$ cat config.mk
export PLATFORM = sky130hd
export DESIGN_NAME = alu_sequencer
export DESIGN_NICKNAME = d
export VERILOG_FILES = /design/src/rtl/alu_sequencer.sv
export SDC_FILE = /design/constraint.sdc
export NUM_CORES = 1
export LEC_CHECK = 0
export CAP_MARGIN = 0
export CORE_UTILIZATION = 60
export CTS_CLUSTER_SIZE = 25
export DETAILED_ROUTE_END_ITERATION = 10
export DONT_BUFFER_PORTS = 1
export GPL_ROUTABILITY_DRIVEN = 0
export GPL_TIMING_DRIVEN = 0
export PLACE_DENSITY = 0.76
export SYNTH_ARGS = -nofsm -noshare
export SYNTH_HDL_FRONTEND = slang
export SYNTH_SLANG_ARGS = --single-unit
$ cat constraint.sdc
create_clock -name clk -period 3.37 [get_ports clk]
set_clock_uncertainty 0.05 [all_clocks]
set_input_delay 0.1685 -clock clk [delete_from_list [all_inputs] [get_ports clk]]
set_output_delay 0.1685 -clock clk [all_outputs]
set_load 0.1 [all_outputs]
$ cat src/rtl/alu_sequencer.sv
// alu_sequencer
// Program sequencer feeding the 8-bit ALU. It fetches 12-bit instructions from a
// synchronous program ROM, decodes one ALU opcode per instruction, drives the
// ALU opcode/data pair for a single EXEC cycle, and resolves conditional jumps
// from the ALU zero/overflow flags. Every instruction takes three cycles:
// FETCH (ROM read), DECODE (capture word), EXEC (drive ALU, update pc).
module alu_sequencer #(
  parameter int         DATA_WIDTH = 8,
  parameter int         ADDR_WIDTH = 8,
  parameter logic [3:0] NOP_OPCODE = 4'hF
) (
  input  logic                  clk,
  input  logic                  s_reset,
  input  logic                  start,
  output logic                  busy,
  output logic                  done,
  output logic                  prog_en,
  output logic [ADDR_WIDTH-1:0] prog_addr,
  input  logic [DATA_WIDTH+3:0] prog_data,
  output logic [3:0]            alu_opcode,
  output logic [DATA_WIDTH-1:0] alu_data,
  input  logic                  acc_zero,
  input  logic                  acc_overflow
);

  localparam int IR_W = DATA_WIDTH + 4;

  // ALU opcode encodings understood by the downstream ALU
  localparam logic [3:0] ALU_RESET  = 4'h0;
  localparam logic [3:0] ALU_REGA   = 4'h1;
  localparam logic [3:0] ALU_ADD    = 4'h2;
  localparam logic [3:0] ALU_SUB    = 4'h3;
  localparam logic [3:0] ALU_AND    = 4'h4;
  localparam logic [3:0] ALU_OR     = 4'h5;
  localparam logic [3:0] ALU_XOR    = 4'h6;
  localparam logic [3:0] ALU_LSHIFT = 4'h7;
  localparam logic [3:0] ALU_RSHIFT = 4'h8;
  localparam logic [3:0] ALU_OUT    = 4'h9;

  // Instruction opcodes held in ir[IR_W-1:DATA_WIDTH]
  localparam logic [3:0] OP_NOP = 4'h0;
  localparam logic [3:0] OP_LDA = 4'h1;
  localparam logic [3:0] OP_ADD = 4'h2;
  localparam logic [3:0] OP_SUB = 4'h3;
  localparam logic [3:0] OP_AND = 4'h4;
  localparam logic [3:0] OP_OR  = 4'h5;
  localparam logic [3:0] OP_XOR = 4'h6;
  localparam logic [3:0] OP_SHL = 4'h7;
  localparam logic [3:0] OP_SHR = 4'h8;
  localparam logic [3:0] OP_OUT = 4'h9;
  localparam logic [3:0] OP_CLR = 4'hA;
  localparam logic [3:0] OP_JMP = 4'hB;
  localparam logic [3:0] OP_JZ  = 4'hC;
  localparam logic [3:0] OP_JV  = 4'hD;
  localparam logic [3:0] OP_HLT = 4'hF;

  typedef enum logic [1:0] {
    IDLE   = 2'd0,
    FETCH  = 2'd1,
    DECODE = 2'd2,
    EXEC   = 2'd3
  } state_t;

  state_t                state, state_nxt;
  logic [ADDR_WIDTH-1:0] pc, pc_nxt;
  logic [IR_W-1:0]       ir, ir_nxt;
  logic [3:0]            ir_op;
  logic [DATA_WIDTH-1:0] ir_operand;
  logic [ADDR_WIDTH-1:0] jmp_tgt;
  logic                  is_halt;

  assign ir_op      = ir[IR_W-1:DATA_WIDTH];
  assign ir_operand = ir[DATA_WIDTH-1:0];
  assign is_halt    = (ir_op == OP_HLT);

  // Jump target: operand resized to the pc width (zero-extend or truncate)
  always_comb begin
    jmp_tgt = '0;
    for (int i = 0; i < ADDR_WIDTH; i++) begin
      if (i < DATA_WIDTH) jmp_tgt[i] = ir_operand[i];
    end
  end

  // State, program counter and instruction register; reset wins over everything
  always_ff @(posedge clk) begin
    if (s_reset) begin
      state <= IDLE;
      pc    <= '0;
      ir    <= '0;
    end else begin
      state <= state_nxt;
      pc    <= pc_nxt;
      ir    <= ir_nxt;
    end
  end

  // Next-state logic and the control outputs that depend only on state
  always_comb begin
    state_nxt = state;
    ir_nxt    = ir;
    busy      = 1'b0;
    prog_en   = 1'b0;
    prog_addr = pc;
    case (state)
      IDLE: begin
        if (start) state_nxt = FETCH;
      end
      FETCH: begin
        busy      = 1'b1;
        prog_en   = 1'b1;
        state_nxt = DECODE;
      end
      DECODE: begin
        busy      = 1'b1;
        ir_nxt    = prog_data;
        state_nxt = EXEC;
      end
      EXEC: begin
        busy      = 1'b1;
        state_nxt = is_halt ? IDLE : FETCH;
      end
      default: state_nxt = IDLE;
    endcase
  end

  // Instruction execute: ALU drive, done pulse and pc update, active only in EXEC
  always_comb begin
    alu_opcode = NOP_OPCODE;
    alu_data   = '0;
    done       = 1'b0;
    pc_nxt     = pc;
    if (state == EXEC) begin
      // Increment wraps naturally at 2^ADDR_WIDTH
      pc_nxt = pc + {{(ADDR_WIDTH-1){1'b0}}, 1'b1};
      case (ir_op)
        OP_LDA: begin alu_opcode = ALU_REGA;   alu_data = ir_operand; end
        OP_ADD: begin alu_opcode = ALU_ADD;    alu_data = ir_operand; end
        OP_SUB: begin alu_opcode = ALU_SUB;    alu_data = ir_operand; end
        OP_AND: begin alu_opcode = ALU_AND;    alu_data = ir_operand; end
        OP_OR:  begin alu_opcode = ALU_OR;     alu_data = ir_operand; end
        OP_XOR: begin alu_opcode = ALU_XOR;    alu_data = ir_operand; end
        OP_SHL: begin alu_opcode = ALU_LSHIFT; alu_data = ir_operand; end
        OP_SHR: begin alu_opcode = ALU_RSHIFT; alu_data = ir_operand; end
        OP_OUT: begin alu_opcode = ALU_OUT;    alu_data = ir_operand; end
        OP_CLR: alu_opcode = ALU_RESET;
        OP_JMP: pc_nxt = jmp_tgt;
        // Flags are settled: the previous ALU op finished at least two cycles ago
        OP_JZ:  if (acc_zero)     pc_nxt = jmp_tgt;
        OP_JV:  if (acc_overflow) pc_nxt = jmp_tgt;
        OP_HLT: begin
          done   = 1'b1;
          pc_nxt = pc;
        end
        // NOP and the reserved opcode leave the ALU idle
        default: ;
      endcase
    end
  end

endmodule

Word level (Yosys, flattened, before mapping)
Index checks and enable logic that the tools add are counted.
{"block": "op_classes", "n_addsub": 1, "eq_ne": 18, "mux": 14, "bitwise": 1, "n_reduce_logical": 4}
{"cell": "4-bit one-hot mux with 10 select lines", "n": 1}
{"cell": "8-bit 2-to-1 mux", "n": 4}
{"cell": "8-bit one-hot mux with 4 select lines", "n": 1}
{"cell": "4-bit == test, second input constant", "n": 7}
{"cell": "4-bit by 3-bit == test with 1-bit output, second input constant", "n": 4}
{"cell": "9-bit OR reduction", "n": 1}
{"cell": "8-bit by 1-bit adder with 8-bit output, second input constant", "n": 1}
{"cell": "4-bit by 2-bit == test with 1-bit output, second input constant", "n": 2}
{"cell": "2-bit one-hot mux with 4 select lines", "n": 1}
{"cell": "1-bit 2-to-1 mux", "n": 5}
{"cell": "2-bit == test, second input constant", "n": 2}
{"cell": "4-bit by 1-bit == test with 1-bit output, second input constant", "n": 1}
{"cell": "4-bit 2-to-1 mux", "n": 1}
{"cell": "3-bit OR reduction", "n": 1}
{"cell": "2-bit by 1-bit == test with 1-bit output, second input constant", "n": 1}
{"cell": "2-bit zero test", "n": 1}
{"cell": "2-bit 2-to-1 mux", "n": 1}
{"cell": "2-bit != test, second input constant", "n": 1}
{"cell": "2-bit AND reduction", "n": 1}
{"cell": "1-bit inverter", "n": 1}
{"block": "totals", "register_bits": 22, "in_bits": 17}

Logic depth before layout (Yosys ltp)
Gate-level depths: netlist (run 1).
{"block": "depth", "depth_word": 4, "mapped_depth": 6, "depth_no_buf": 5}

Least setup slack after synthesis (run 1)
No wires, ideal clock.
{"block": "synth_timing", "path_kind": "register -> output", "startpoint": "reg ir[9]", "endpoint": "out alu_opcode[3]", "t_arrival_ns": 4.010, "required_time_ns": 3.151, "slack_ns": -0.858, "path_stages_with_launch": 3, "cell_sequence": "dfxtp_1 > clkbuf_1 > o311ai_0"}
{"block": "synth_between", "elab_chain_len": 3, "elab_cells_between_ends": 12, "cone_classes": "10 x eq/ne; 2 x mux"}
{"element": "start, declared", "line": "66", "rtl": "logic [IR_W-1:0] ir, ir_nxt;"}
{"element": "start signal, assigned", "line": "93", "rtl": "ir <= ir_nxt;"}
{"element": "4-bit == test (tied with other cells)", "line": "135", "rtl": "case (ir_op)"}
{"element": "4-bit one-hot mux with 10 select lines *", "line": "135"}
{"element": "4-bit 2-to-1 mux *", "line": "132", "rtl": "if (state == EXEC) begin"}
{"element": "end, declared", "line": "20", "rtl": "output logic [3:0] alu_opcode,"}
Every way passes the cells marked *; elsewhere a longest branch is shown, timed or not.

Worst setup path in the final report (run 1)
{"block": "layout_timing", "startpoint": "reg state[1]", "endpoint": "out alu_data[4]"}
{"block": "layout_between", "elab_chain_len": 2}
{"element": "start, declared", "line": "64", "rtl": "state_t state, state_nxt;"}
{"element": "start signal, assigned", "line": "91", "rtl": "state <= state_nxt;"}
{"element": "2-bit == test", "line": "132"}
{"element": "8-bit 2-to-1 mux", "line": "132"}
{"element": "end, declared", "line": "21", "rtl": "output logic [DATA_WIDTH-1:0] alu_data,"}
No other way between the ends.

==> results of run 1 <==
## routing by layer
metal	up-vias	global-route usage (%)	share of wire [%]
met2	63	52.1	50
met4	0	5.88	1.3
li1	596	-	-
met5	-	0	0
met1	592	32.4	42
met3	6	4.72	7.4
## worst paths after layout
path / end / start / cells past startpoint / slack (ps)
hold reg to reg: prog_addr[1]$_SDFFE_PP0P_ / ir[1]$_SDFFE_PP0N_ / 2 / 460
setup / recovery: alu_data[4] / state[1]$_SDFFE_PP0P_ / 4 / 250
setup reg to reg: prog_addr[6]$_SDFFE_PP0P_ / prog_addr[1]$_SDFFE_PP0P_ / 5 / 720
hold / removal: state[1]$_SDFFE_PP0P_ / start / 3 / 140
## tightest hold or removal path, stage by stage
cell and delay, ps:
nand2b_1 130, mux2i_1 90, nor2_1 90
## area by class of cell
class / instances / area (um2) / share of cell area, %
buffer: 10 / 38.8 / 2.55
clock buffer: 3 / 22.5 / 1.48
clock inverter: 1 / 30.0 / 1.97
inverter: 8 / 30.0 / 1.97
multi-input combinational: 116 / 806 / 53.0
sequential: 22 / 440 / 28.9
tap: 27 / 33.8 / 2.22
timing repair buffer: 12 / 120 / 7.89
## registers in the layout (all words and copies together) (netlist names)
| signal | flops |
|---|---|
| ir | 12 |
| prog_addr | 8 |
| state | 2 |
## power by group through the flow
stage | registers (uW) | clock network, uW | logic [uW]
final | 396 | 208 | 387
after global routing | 402 | 215 | 421
after CTS | 394 | 205 | 384
after detailed placement | 400 | 0 | 372
after global placement | 397 | 0 | 351
after floorplan | 388 | 0 | 325
## stage by stage
step / worst slack (ps) / utilization [%]
floorplan: 321 / -
global placement: 240 / 66.4
detailed placement: 677 / 67.4
CTS: 315 / 76.0
global route: 175 / 76.0
finish: 254 / 76.0
## cell families after synthesis
family	count (synthesis)	share of synthesized area [%]
AOI/OAI and AO/OA	25	14.2
adders and majority gates	6	5.80
buffers and inverters	18	5.31
DFF	22	34.0
muxes	17	13.2
and+or+nand+nor	68	27.4
## cell usage in the layout, fill, tap and decap left out, types with 2 or more instances in the layout
cell,count
nor2_1,22
a31oi_1,2
nand4_1,3
o21ai_0,5
or3_1,3
nand2b_1,2
a21oi_1,3
dfxtp_1,22
nand3_1,7
or4_1,3
dlygate4sd3_1,12
and2_1,9
a2bb2oi_1,2
nor3_1,3
mux2i_1,16
o32ai_1,2
inv_1,8
clkbuf_4,3
nor2b_1,2
nand2_1,6
ha_1,6
clkbuf_1,8
## repair_timing
action,4_1_cts,5_1_grt
buffers inserted,0,0
hold endpoints to repair,12,0
hold buffers,12,0
==> summary.json, run 1 <==
{
  "floorplanning": {
    "floorplan.rows": 16,
    "floorplan.core_area_um2": 2000,
    "floorplan.die_area_um2": 2350,
    "die_h_um": 48.5,
    "initial_standard_cell_utilization_of_the_core_pct": 64.7,
    "floorplan.io_pins": 40,
    "fp.dieW_um": 48.5
  },
  "critical_path": {
    "timing.critical_path.slowest_cell_delay_ps": 880,
    "crit_arrival_ps": 2900,
    "timing.critical_path.required_ps": 3150,
    "path_buf_inv": 1,
    "setup.worst_path.class": "reg2out",
    "crit_path_slowest_cell": "and2_1",
    "critical_path_capture_point_type": "output pin",
    "start_kind": "register",
    "critical_path.max_fanout": 8,
    "crit_path_cell_trace": "ha_1, inv_1, nor3_1, and2_1",
    "cpLargestDelayFamily": "simple AND/OR/NAND/NOR gates"
  },
  "logic_synthesis": {
    "seq_area_frac_synth_pct": 34.0,
    "netlist_instances": 156,
    "asyncSetResetFlopFracSynth_pct": 0,
    "synth_edf_count": 0,
    "avgSynthCellArea_um2": 8.30,
    "post-synth-top-area-cell": "dfxtp_1",
    "synthMostInstantiatedCell": "nor2_1",
    "yosys_register_bits": 22,
    "synth_ff_type": "dfxtp_1",
    "synth.lib_cells_used.distinct": 41,
    "yosys_warnings": 0,
    "synth.top_cells.by_area": "dfxtp_1 34%, mux2i_1 12%, nor2_1 6.7%",
    "post-synth-top-area-fraction_pct": 34.0,
    "synthTopCellsByCount": "23 x nor2_1, 22 x dfxtp_1, 16 x mux2i_1, 9 x and2_1",
    "syn_nets": 179,
    "mapped_area_um2": 1290
  },
  "timing": {
    "final-hold-violation-count": 0,
    "final.min_clock_period_ps": 3120,
    "report.final.setup_viol": 0,
    "max_slew.worst_pin.slew_ps": 1100,
    "rsz0062_at_grt": "no",
    "hold_ws_ps": 141,
    "slew_violations": 0,
    "fin_crit_sh_pct": 92.5,
    "max_clock_freq_mhz": 321,
    "max_slew_margin_pct": 26.7,
    "fin_setup_tns_ps": 0
  },
  "power_and_ir_drop": {
    "sequentialPowerShare_pct": 39.9,
    "irDropWorstVdd_mv": 0.600,
    "comb_power_share_pct": 39.1,
    "internal_power_uw": 539,
    "power.total_uw": 991,
    "pwr-share-clk_pct": 21.0,
    "sw_frac_of_total_pct": 45.6,
    "netSwitchingPower_uw": 452,
    "cellLeakagePower_uw": 0.000552,
    "cellPowerDensity_nw_per_um2": 651
  },
  "drt": {
    "postRouteWirelength_um": 3080,
    "vias": 1257,
    "routed_via_density": 6.32,
    "route.detailed.drc": 0,
    "drt_pre_antenna_iters": 5,
    "drt_iter0_drc": 52,
    "route.antenna.remaining_nets": 0,
    "routed_wl_per_cell_um": 15.5
  },
  "clock_network": {
    "clock_tree.root_cell": "clkbuf_4",
    "clk_sinks": 22,
    "clock_insertion_delay_worst_skew_ps": 320,
    "cts_tree": "yes",
    "clock_transition_at_the_register_clock_pins_on_the_worst_setup_and_hold_paths_after_cts_ps": 120,
    "cts_resized": 0,
    "cts.path.max_buffers": 2,
    "tritoncts.num_buffers": 3,
    "clock_tree.htree_level_count": 1
  },
  "layout": {
    "finish.instance_area_um2": 1520,
    "antennaDiodeCount": 0,
    "fillers": 155,
    "layoutNonFillerInstCount": 199,
    "share_of_post_route_cells_with_drive_strength_above_1_pct": 5.23,
    "nNetsFinal": 196,
    "layout-area-overhead-vs-synth_pct": 17.5
  },
  "place": {
    "io_buffer_count": 0,
    "dpl_cell_area_um2": 1350,
    "dp_cells": 183,
    "detailedPlacementHpwl_um": 2110
  },
  "grt": {
    "grt_antenna_before_repair": 0,
    "grt_use_total_pct": 27.6,
    "grt_pass1_wl_um": 5110,
    "overflow": 0,
    "grt_start_max_net_pins": 14,
    "via_count_of_the_first_global_routing_pass": 1163
  },
  "min_path": {
    "hold_path_class": "in2reg"
  },
  "run": {
    "maxCapViolations": 0
  },
  "status": {
    "status": "complete, no violations"
  }
}
Note: power is estimated with default switching activity, not from simulation.
==> run 2: changes to the inputs <==
- CORE_UTILIZATION: 60 -> 55
- PLACE_DENSITY: 0.76 -> 0.73
- clock period: 3.37 -> 2.85 ns (I/O delays scaled with it)
==> summary.json, run 2 (synthesis gave the netlist of run 1 again) <==
{
  "drt": {
    "drt_iter0_drc": {"value": 37, "change": "-29%"},
    "routed_wl_per_cell": {"value": 14.4, "unit": "um", "change": "-7.0%"},
    "drt_pre_antenna_iters": {"value": 4, "change": "-1"},
    "route.detailed.drc": {"value": 0, "change": "unchanged"},
    "postRouteWirelength": {"value": 2870, "unit": "um", "change": "-7.0%"},
    "routed_via_density": {"value": 6.12, "change": "-3.2%"},
    "route.antenna.remaining_nets": {"value": 0, "change": "unchanged"},
    "vias": {"value": 1217, "change": "-3.2%"}
  },
  "clock_network": {
    "clock_tree.htree_level_count": {"value": 1, "change": "unchanged"},
    "clock_tree.root_cell": "clkbuf_4",
    "cts_tree": "yes",
    "cts.path.max_buffers": {"value": 2, "change": "unchanged"},
    "clock_transition_at_the_register_clock_pins_on_the_worst_setup_and_hold_paths_after_cts": {"value": 120, "unit": "ps", "change": "about the same"},
    "clock_insertion_delay_worst_skew": {"value": 310, "unit": "ps", "change": "about the same"},
    "clk_sinks": {"value": 22, "change": "unchanged"},
    "tritoncts.num_buffers": {"value": 3, "change": "unchanged"}
  },
  "floorplanning": {
    "floorplan.rows": {"value": 17, "change": "+1"},
    "floorplan.core_area": {"value": 2210, "unit": "um2", "change": "+10%"},
    "die_h": {"value": 50.5, "unit": "um", "change": "+4.3%"},
    "floorplan.io_pins": {"value": 40, "change": "unchanged"},
    "fp.dieW": {"value": 50.5, "unit": "um", "change": "+4.3%"},
    "initial_standard_cell_utilization_of_the_core": {"value": 58.5, "unit": "%", "change": "-6.1 points"},
    "floorplan.die_area": {"value": 2550, "unit": "um2", "change": "+8.7%"}
  },
  "power_and_ir_drop": {
    "internal_power": {"value": 543, "unit": "uW", "change": "+0.67%"},
    "irDropWorstVdd": {"value": 0.690, "unit": "mV", "change": "+15%"},
    "comb_power_share": {"value": 42.4, "unit": "%", "change": "+3.3 points"},
    "pwr-share-clk": {"value": 13.5, "unit": "%", "change": "-7.5 points"},
    "netSwitchingPower": {"value": 514, "unit": "uW", "change": "+14%"},
    "cellPowerDensity": {"value": 704, "unit": "nW/um2", "change": "+8.0%"},
    "sw_frac_of_total": {"value": 48.6, "unit": "%", "change": "+3.1 points"},
    "cellLeakagePower": {"value": 0.000544, "unit": "uW", "change": "-1.4%"},
    "sequentialPowerShare": {"value": 44.1, "unit": "%", "change": "+4.2 points"}
  },
  "critical_path": {
    "crit_arrival": {"value": 2510, "unit": "ps", "change": "-390 ps"},
    "critical_path.max_fanout": {"value": 8, "change": "unchanged"},
    "critical_path.reg2reg.endpoint": "prog_addr[6]$_SDFFE_PP0P_",
    "critical_path_capture_point_type": "output pin",
    "r2r_cells": {"value": 5, "change": "unchanged"},
    "setup.worst_path.class": "reg2out",
    "crit_end": "alu_data[1]",
    "timing.critical_path.required": {"value": 2660, "unit": "ps", "change": "-490 ps"},
    "setup.reg_to_reg.worst_slack": {"value": 220, "unit": "ps", "change": "-500 ps"},
    "worstSetupStartpoint": "state[1]$_SDFFE_PP0P_",
    "r2r-start": "prog_addr[0]$_SDFFE_PP0P_",
    "start_kind": "register"
  },
  "layout": {
    "layoutNonFillerInstCount": {"value": 199, "change": "unchanged"},
    "layout_common_cells": "22 x nor2_1, 22 x dfxtp_1, 16 x mux2i_1, 12 x dlygate4sd3_1",
    "top_register": "ir",
    "nNetsFinal": {"value": 196, "change": "unchanged"},
    "largest_register_ff_count": {"value": 12, "change": "unchanged"},
    "share_of_post_route_cells_with_drive_strength_above_1": {"value": 9.36, "unit": "%", "change": "+4.1 points"},
    "finish.instance_area": {"value": 1500, "unit": "um2", "change": "-1.2%"},
    "fillers": {"value": 189, "change": "+22%"},
    "layout-area-overhead-vs-synth_pct": 16.0,
    "antennaDiodeCount": {"value": 0, "change": "unchanged"}
  },
  "run": {
    "maxCapViolations": {"value": 0, "change": "unchanged"}
  },
  "timing": {
    "max_slew_margin": {"value": 27.8, "unit": "%", "change": "+1.1 points"},
    "fin_crit_sh_pct": 94.8,
    "fin_setup_tns": {"value": 0, "unit": "ps", "change": "unchanged"},
    "report.final.setup_viol": {"value": 0, "change": "unchanged"},
    "final-hold-violation-count": {"value": 0, "change": "unchanged"},
    "rsz0062_at_grt": "no",
    "max_slew.worst_pin.slew": {"value": 1080, "unit": "ps", "change": "-15.2 ps"},
    "final.min_clock_period_ps": 2700,
    "max_clock_freq_mhz": 370,
    "final_critical_path_setup_slack": {"value": 148, "unit": "ps", "change": "-106 ps"},
    "hold_ws": {"value": 102, "unit": "ps", "change": "-38.9 ps"},
    "slew_violations": {"value": 0, "change": "unchanged"}
  },
  "grt": {
    "grt_antenna_before_repair": {"value": 0, "change": "unchanged"},
    "grt_use_total": {"value": 24.8, "unit": "%", "change": "-2.8 points"},
    "overflow": {"value": 0, "change": "unchanged"},
    "via_count_of_the_first_global_routing_pass": {"value": 1142, "change": "-1.8%"},
    "grt_pass1_wl": {"value": 4910, "unit": "um", "change": "-3.9%"},
    "grt_start_max_net_pins": {"value": 12, "change": "-2"}
  },
  "place": {
    "dp_cells": {"value": 184, "change": "+0.55%"},
    "io_buffer_count": {"value": 0, "change": "unchanged"},
    "detailedPlacementHpwl": {"value": 2070, "unit": "um", "change": "-2.1%"},
    "place_ws": {"value": 220, "unit": "ps", "change": "-457 ps"},
    "dpl_cell_area": {"value": 1350, "unit": "um2", "change": "about the same"}
  },
  "min_path": {
    "hold_path_class": "in2reg"
  },
  "status": {
    "status": "complete, no violations"
  }
}
## run 2: cell types whose count changed in the layout (fill, tap and decap cells not counted)
cell,delta
bufinv_16,-1
and2_2,+8
and2_1,-8
## run 2: per-stage QoR
step	util [%]	total power, uW
2_1_floorplan	-	846
3_3_place_gp	60.5	887
3_5_place_dp	61.0	908
4_1_cts	67.9	1060
5_1_grt	67.9	1120
6_report	67.9	1060
## run 2: critical path: stages, from the launching register on
cell and delay, ps:
dfxtp_1 410, ha_1 390, inv_1 160, nor3_1 630, and2_2 610
## run 2: per-layer routing
layer | up-vias | track usage, % | part of all wire [%]
li1 | 592 | - | -
met1 | 563 | 31.7 | 45
met2 | 58 | 41.6 | 47
met3 | 4 | 4.85 | 7.4
met4 | 0 | 8.33 | 1.0
met5 | - | 0 | 0
## run 2: how the worst min path moves through the flow
stage,startpoint,end,slack (ps),depth (start not counted)
2_1_floorplan,prog_data[0],ir[0]$_SDFFE_PP0N_,240,2
3_3_place_gp,prog_data[5],ir[5]$_SDFFE_PP0N_,240,2
3_5_place_dp,prog_data[0],ir[0]$_SDFFE_PP0N_,250,2
4_1_cts,start,state[1]$_SDFFE_PP0P_,110,3
5_1_grt,start,state[1]$_SDFFE_PP0P_,160,3
6_report,start,state[1]$_SDFFE_PP0P_,100,3
## run 2: timing repair
item                                    in CTS  in global routing
setup buffers                                0                  0
hold buffers                                12                  0
hold endpoints to repair                    12                  0
resized for setup                            8                  0
endpoints found under the setup margin       8                  0
## run 2: power groups by stage
stage	Clock [uW]	Sequential, uW	Combinational (uW)
after floorplan	0	459	386
after global placement	0	470	417
after detailed placement	0	473	435
after CTS	141	466	448
after global routing	153	475	493
final	142	467	449
## run 2: area by class of cell
cell class                 instances  area [um2]  area share [%]
buffer                            10        38.8            2.58
clock buffer                       3        22.5            1.50
inverter                           8        30.0            2.00
multi-input combinational        116         816            54.3
sequential                        22         440            29.3
tap                               28        35.0            2.33
timing repair buffer              12         120            7.99
==> run 3: changes to the inputs <==
--- a/config.mk
+++ b/config.mk
@@ -14,4 +14,5 @@
 export GPL_TIMING_DRIVEN = 0
 export PLACE_DENSITY = 0.73
+export REMOVE_ABC_BUFFERS = 1
 export SYNTH_ARGS = -nofsm -noshare
 export SYNTH_HDL_FRONTEND = slang
==> constraint.sdc (replaced) <==
create_clock -name clk -period 2.85 [get_ports clk]
set_clock_uncertainty 0.05 [all_clocks]
set_input_delay 0.4275 -clock clk [delete_from_list [all_inputs] [get_ports clk]]
set_output_delay 0.4275 -clock clk [all_outputs]
set_load 0.1 [all_outputs]
==> summary.json, run 3 (synthesis gave the netlist of run 1 again) <==
{
  "critical_path": {
    "cpLargestDelayFamily": "simple AND/OR/NAND/NOR gates",
    "crit_path_slowest_cell": "and2_2",
    "path_buf_inv": {"value": 1, "change": "unchanged"},
    "critical_path.max_fanout": {"value": 8, "change": "unchanged"},
    "timing.critical_path.required": {"value": 2370, "unit": "ps", "change": "-290 ps"},
    "timing.critical_path.slowest_cell_delay": {"value": 570, "unit": "ps", "change": "-60 ps"},
    "crit_arrival": {"value": 2260, "unit": "ps", "change": "-250 ps"},
    "setup.reg_to_reg.worst_slack": {"value": 200, "unit": "ps", "change": "-20 ps"},
    "start_kind": "register",
    "setup.worst_path.class": "reg2out",
    "critical_path_capture_point_type": "output pin",
    "crit_path_cell_trace": "ha_1, inv_1, nor3_2, and2_2"
  },
  "drt": {
    "route.detailed.drc": {"value": 0, "change": "unchanged"},
    "routed_wl_per_cell": {"value": 15.8, "unit": "um", "change": "+9.5%"},
    "drt_iter0_drc": {"value": 19, "change": "-49%"},
    "drt_pre_antenna_iters": {"value": 4, "change": "unchanged"},
    "route.antenna.remaining_nets": {"value": 0, "change": "unchanged"},
    "vias": {"value": 1127, "change": "-7.4%"},
    "routed_via_density": {"value": 6.26, "change": "+2.4%"},
    "postRouteWirelength": {"value": 2840, "unit": "um", "change": "-0.94%"}
  },
  "clock_network": {
    "clock_insertion_delay_worst_skew": {"value": 320, "unit": "ps", "change": "about the same"},
    "cts_resized": {"value": 9, "change": "+1"},
    "clock_transition_at_the_register_clock_pins_on_the_worst_setup_and_hold_paths_after_cts": {"value": 120, "unit": "ps", "change": "about the same"},
    "cts_hold_buf": {"value": 0, "change": "-12"},
    "cts_post_setup_buffers_inserted": {"value": 0, "change": "unchanged"},
    "cts_tree": "yes",
    "cts.path.max_buffers": {"value": 2, "change": "unchanged"},
    "clock_tree.root_cell": "clkbuf_4",
    "tritoncts.num_buffers": {"value": 3, "change": "unchanged"},
    "clock_tree.htree_level_count": {"value": 1, "change": "unchanged"},
    "clk_sinks": {"value": 22, "change": "unchanged"}
  },
  "power_and_ir_drop": {
    "comb_power_share": {"value": 37.8, "unit": "%", "change": "-4.6 points"},
    "irDropWorstVdd": {"value": 0.661, "unit": "mV", "change": "-4.2%"},
    "internal_power": {"value": 559, "unit": "uW", "change": "+2.9%"},
    "power.total": {"value": 1070, "unit": "uW", "change": "+1.2%"},
    "netSwitchingPower": {"value": 512, "unit": "uW", "change": "-0.55%"},
    "cellLeakagePower": {"value": 0.000498, "unit": "uW", "change": "-8.5%"},
    "pwr-share-clk": {"value": 16.6, "unit": "%", "change": "+3.1 points"},
    "sw_frac_of_total": {"value": 47.8, "unit": "%", "change": "-0.86 points"},
    "cellPowerDensity": {"value": 780, "unit": "nW/um2", "change": "+11%"},
    "sequentialPowerShare": {"value": 45.6, "unit": "%", "change": "+1.5 points"}
  },
  "grt": {
    "global_route.peak_usage_layer": "met2",
    "gr-usage-met1": {"value": 28.9, "unit": "%", "change": "-2.7 points"},
    "grt_antenna_before_repair": {"value": 0, "change": "unchanged"},
    "via_count_of_the_first_global_routing_pass": {"value": 984, "change": "-14%"},
    "grt_pass1_wl": {"value": 4400, "unit": "um", "change": "-11%"},
    "grt_use_met3": {"value": 5.76, "unit": "%", "change": "+0.91 points"},
    "overflow": {"value": 0, "change": "unchanged"},
    "grtUsageMet2": {"value": 38.0, "unit": "%", "change": "-3.6 points"},
    "grt_start_max_net_pins": {"value": 26, "change": "+14"},
    "grt_use_total": {"value": 23.1, "unit": "%", "change": "-1.8 points"}
  },
  "timing": {
    "max_slew.worst_pin.slew": {"value": 1090, "unit": "ps", "change": "+10.7 ps"},
    "final.min_clock_period": {"value": 2730, "unit": "ps", "change": "+31.9 ps"},
    "max_clock_freq": {"value": 366, "unit": "MHz", "change": "-1.2%"},
    "final-hold-violation-count": {"value": 0, "change": "unchanged"},
    "slew_violations": {"value": 0, "change": "unchanged"},
    "max_slew_margin": {"value": 27.1, "unit": "%", "change": "-0.71 points"},
    "fin_crit_sh": {"value": 95.9, "unit": "%", "change": "+1.1 points"},
    "rsz0062_at_grt": "no",
    "report.final.setup_viol": {"value": 0, "change": "unchanged"},
    "hold_ws": {"value": 110, "unit": "ps", "change": "+7.48 ps"}
  },
  "layout": {
    "multi_input_comb_area": {"value": 811, "unit": "um2", "change": "-0.61%"},
    "finish.instance_area": {"value": 1370, "unit": "um2", "change": "-8.7%"},
    "fillers": {"value": 198, "change": "+4.8%"},
    "largest_register_ff_count": {"value": 12, "change": "unchanged"},
    "top_register": "ir",
    "layout-area-overhead-vs-synth_pct": 5.99,
    "layout_common_cells": "22 x nor2_1, 22 x dfxtp_1, 16 x mux2i_1, 8 x inv_1, 8 x and2_2",
    "share_of_post_route_cells_with_drive_strength_above_1": {"value": 12.5, "unit": "%", "change": "+3.1 points"},
    "antennaDiodeCount": {"value": 0, "change": "unchanged"},
    "register_area": {"value": 440, "unit": "um2", "change": "unchanged"},
    "nNetsFinal": {"value": 176, "change": "-10%"}
  },
  "floorplanning": {
    "floorplan.die_area": {"value": 2550, "unit": "um2", "change": "unchanged"},
    "floorplan.rows": {"value": 17, "change": "unchanged"},
    "initial_standard_cell_utilization_of_the_core": {"value": 58.5, "unit": "%", "change": "unchanged"},
    "floorplan.core_area": {"value": 2210, "unit": "um2", "change": "unchanged"},
    "floorplan.io_pins": {"value": 40, "change": "unchanged"},
    "fp.dieW": {"value": 50.5, "unit": "um", "change": "unchanged"},
    "die_h": {"value": 50.5, "unit": "um", "change": "unchanged"}
  },
  "status": {
    "status": "complete, no violations"
  },
  "run": {
    "maxCapViolations": {"value": 0, "change": "unchanged"}
  },
  "place": {
    "io_buffer_count": {"value": 0, "change": "unchanged"},
    "detailedPlacementHpwl": {"value": 1990, "unit": "um", "change": "-3.7%"},
    "dpl_cell_area": {"value": 1320, "unit": "um2", "change": "-2.1%"}
  },
  "min_path": {
    "hold_path_class": "in2reg"
  }
}
run 3: cell types whose count changed in the layout (fill, tap and decap cells not counted), sizes merged:
| cell | previous run | this run |
|---|---|---|
| clkbuf | 11 | 4 |
| dlygate4sd3 | 12 | 0 |
run 3: power groups by stage:
stage	clock network [uW]	registers, uW	logic [uW]
3_5_place_dp	0	494	402
4_1_cts	180	486	405
3_3_place_gp	0	489	383
5_1_grt	190	496	434
6_report	178	488	405
2_1_floorplan	0	473	358
run 3: stage by stage:
stage | util, % | setup slack [ps] | instances | setup TNS, ps
finish | 62.0 | 116 | 180 | 0
global route | 62.0 | 23.3 | 180 | 0
CTS | 62.0 | 112 | 180 | 0
detailed placement | 59.7 | -39.8 | 176 | -261
global placement | 58.4 | -1620 | 174 | -1620
floorplan | - | -1540 | 146 | -1540
run 3: final timing paths:
check,depth (start not counted),endpoint,start
hold / removal,1,ir[4]$_SDFFE_PP0N_,s_reset
setup reg to reg,5,prog_addr[6]$_SDFFE_PP0P_,prog_addr[0]$_SDFFE_PP0P_
setup / recovery,4,alu_data[6],state[1]$_SDFFE_PP0P_
hold reg to reg,2,prog_addr[1]$_SDFFE_PP0P_,ir[1]$_SDFFE_PP0N_
run 3: layout make-up:
cell class,count,share of cell area [%]
inverter,8,2.19
multi-input combinational,116,59.1
sequential,22,32.1
timing repair buffer,2,1.46
tap,28,2.55
clock buffer,4,2.64
run 3: metal layers:
| layer | share of wire (%) | wire length [um] |
|---|---|---|
| met4 | 1.0 | 29 |
| met1 | 47 | 1340 |
| met5 | 0 | 0 |
| met3 | 4.8 | 137 |
| met2 | 47 | 1330 |
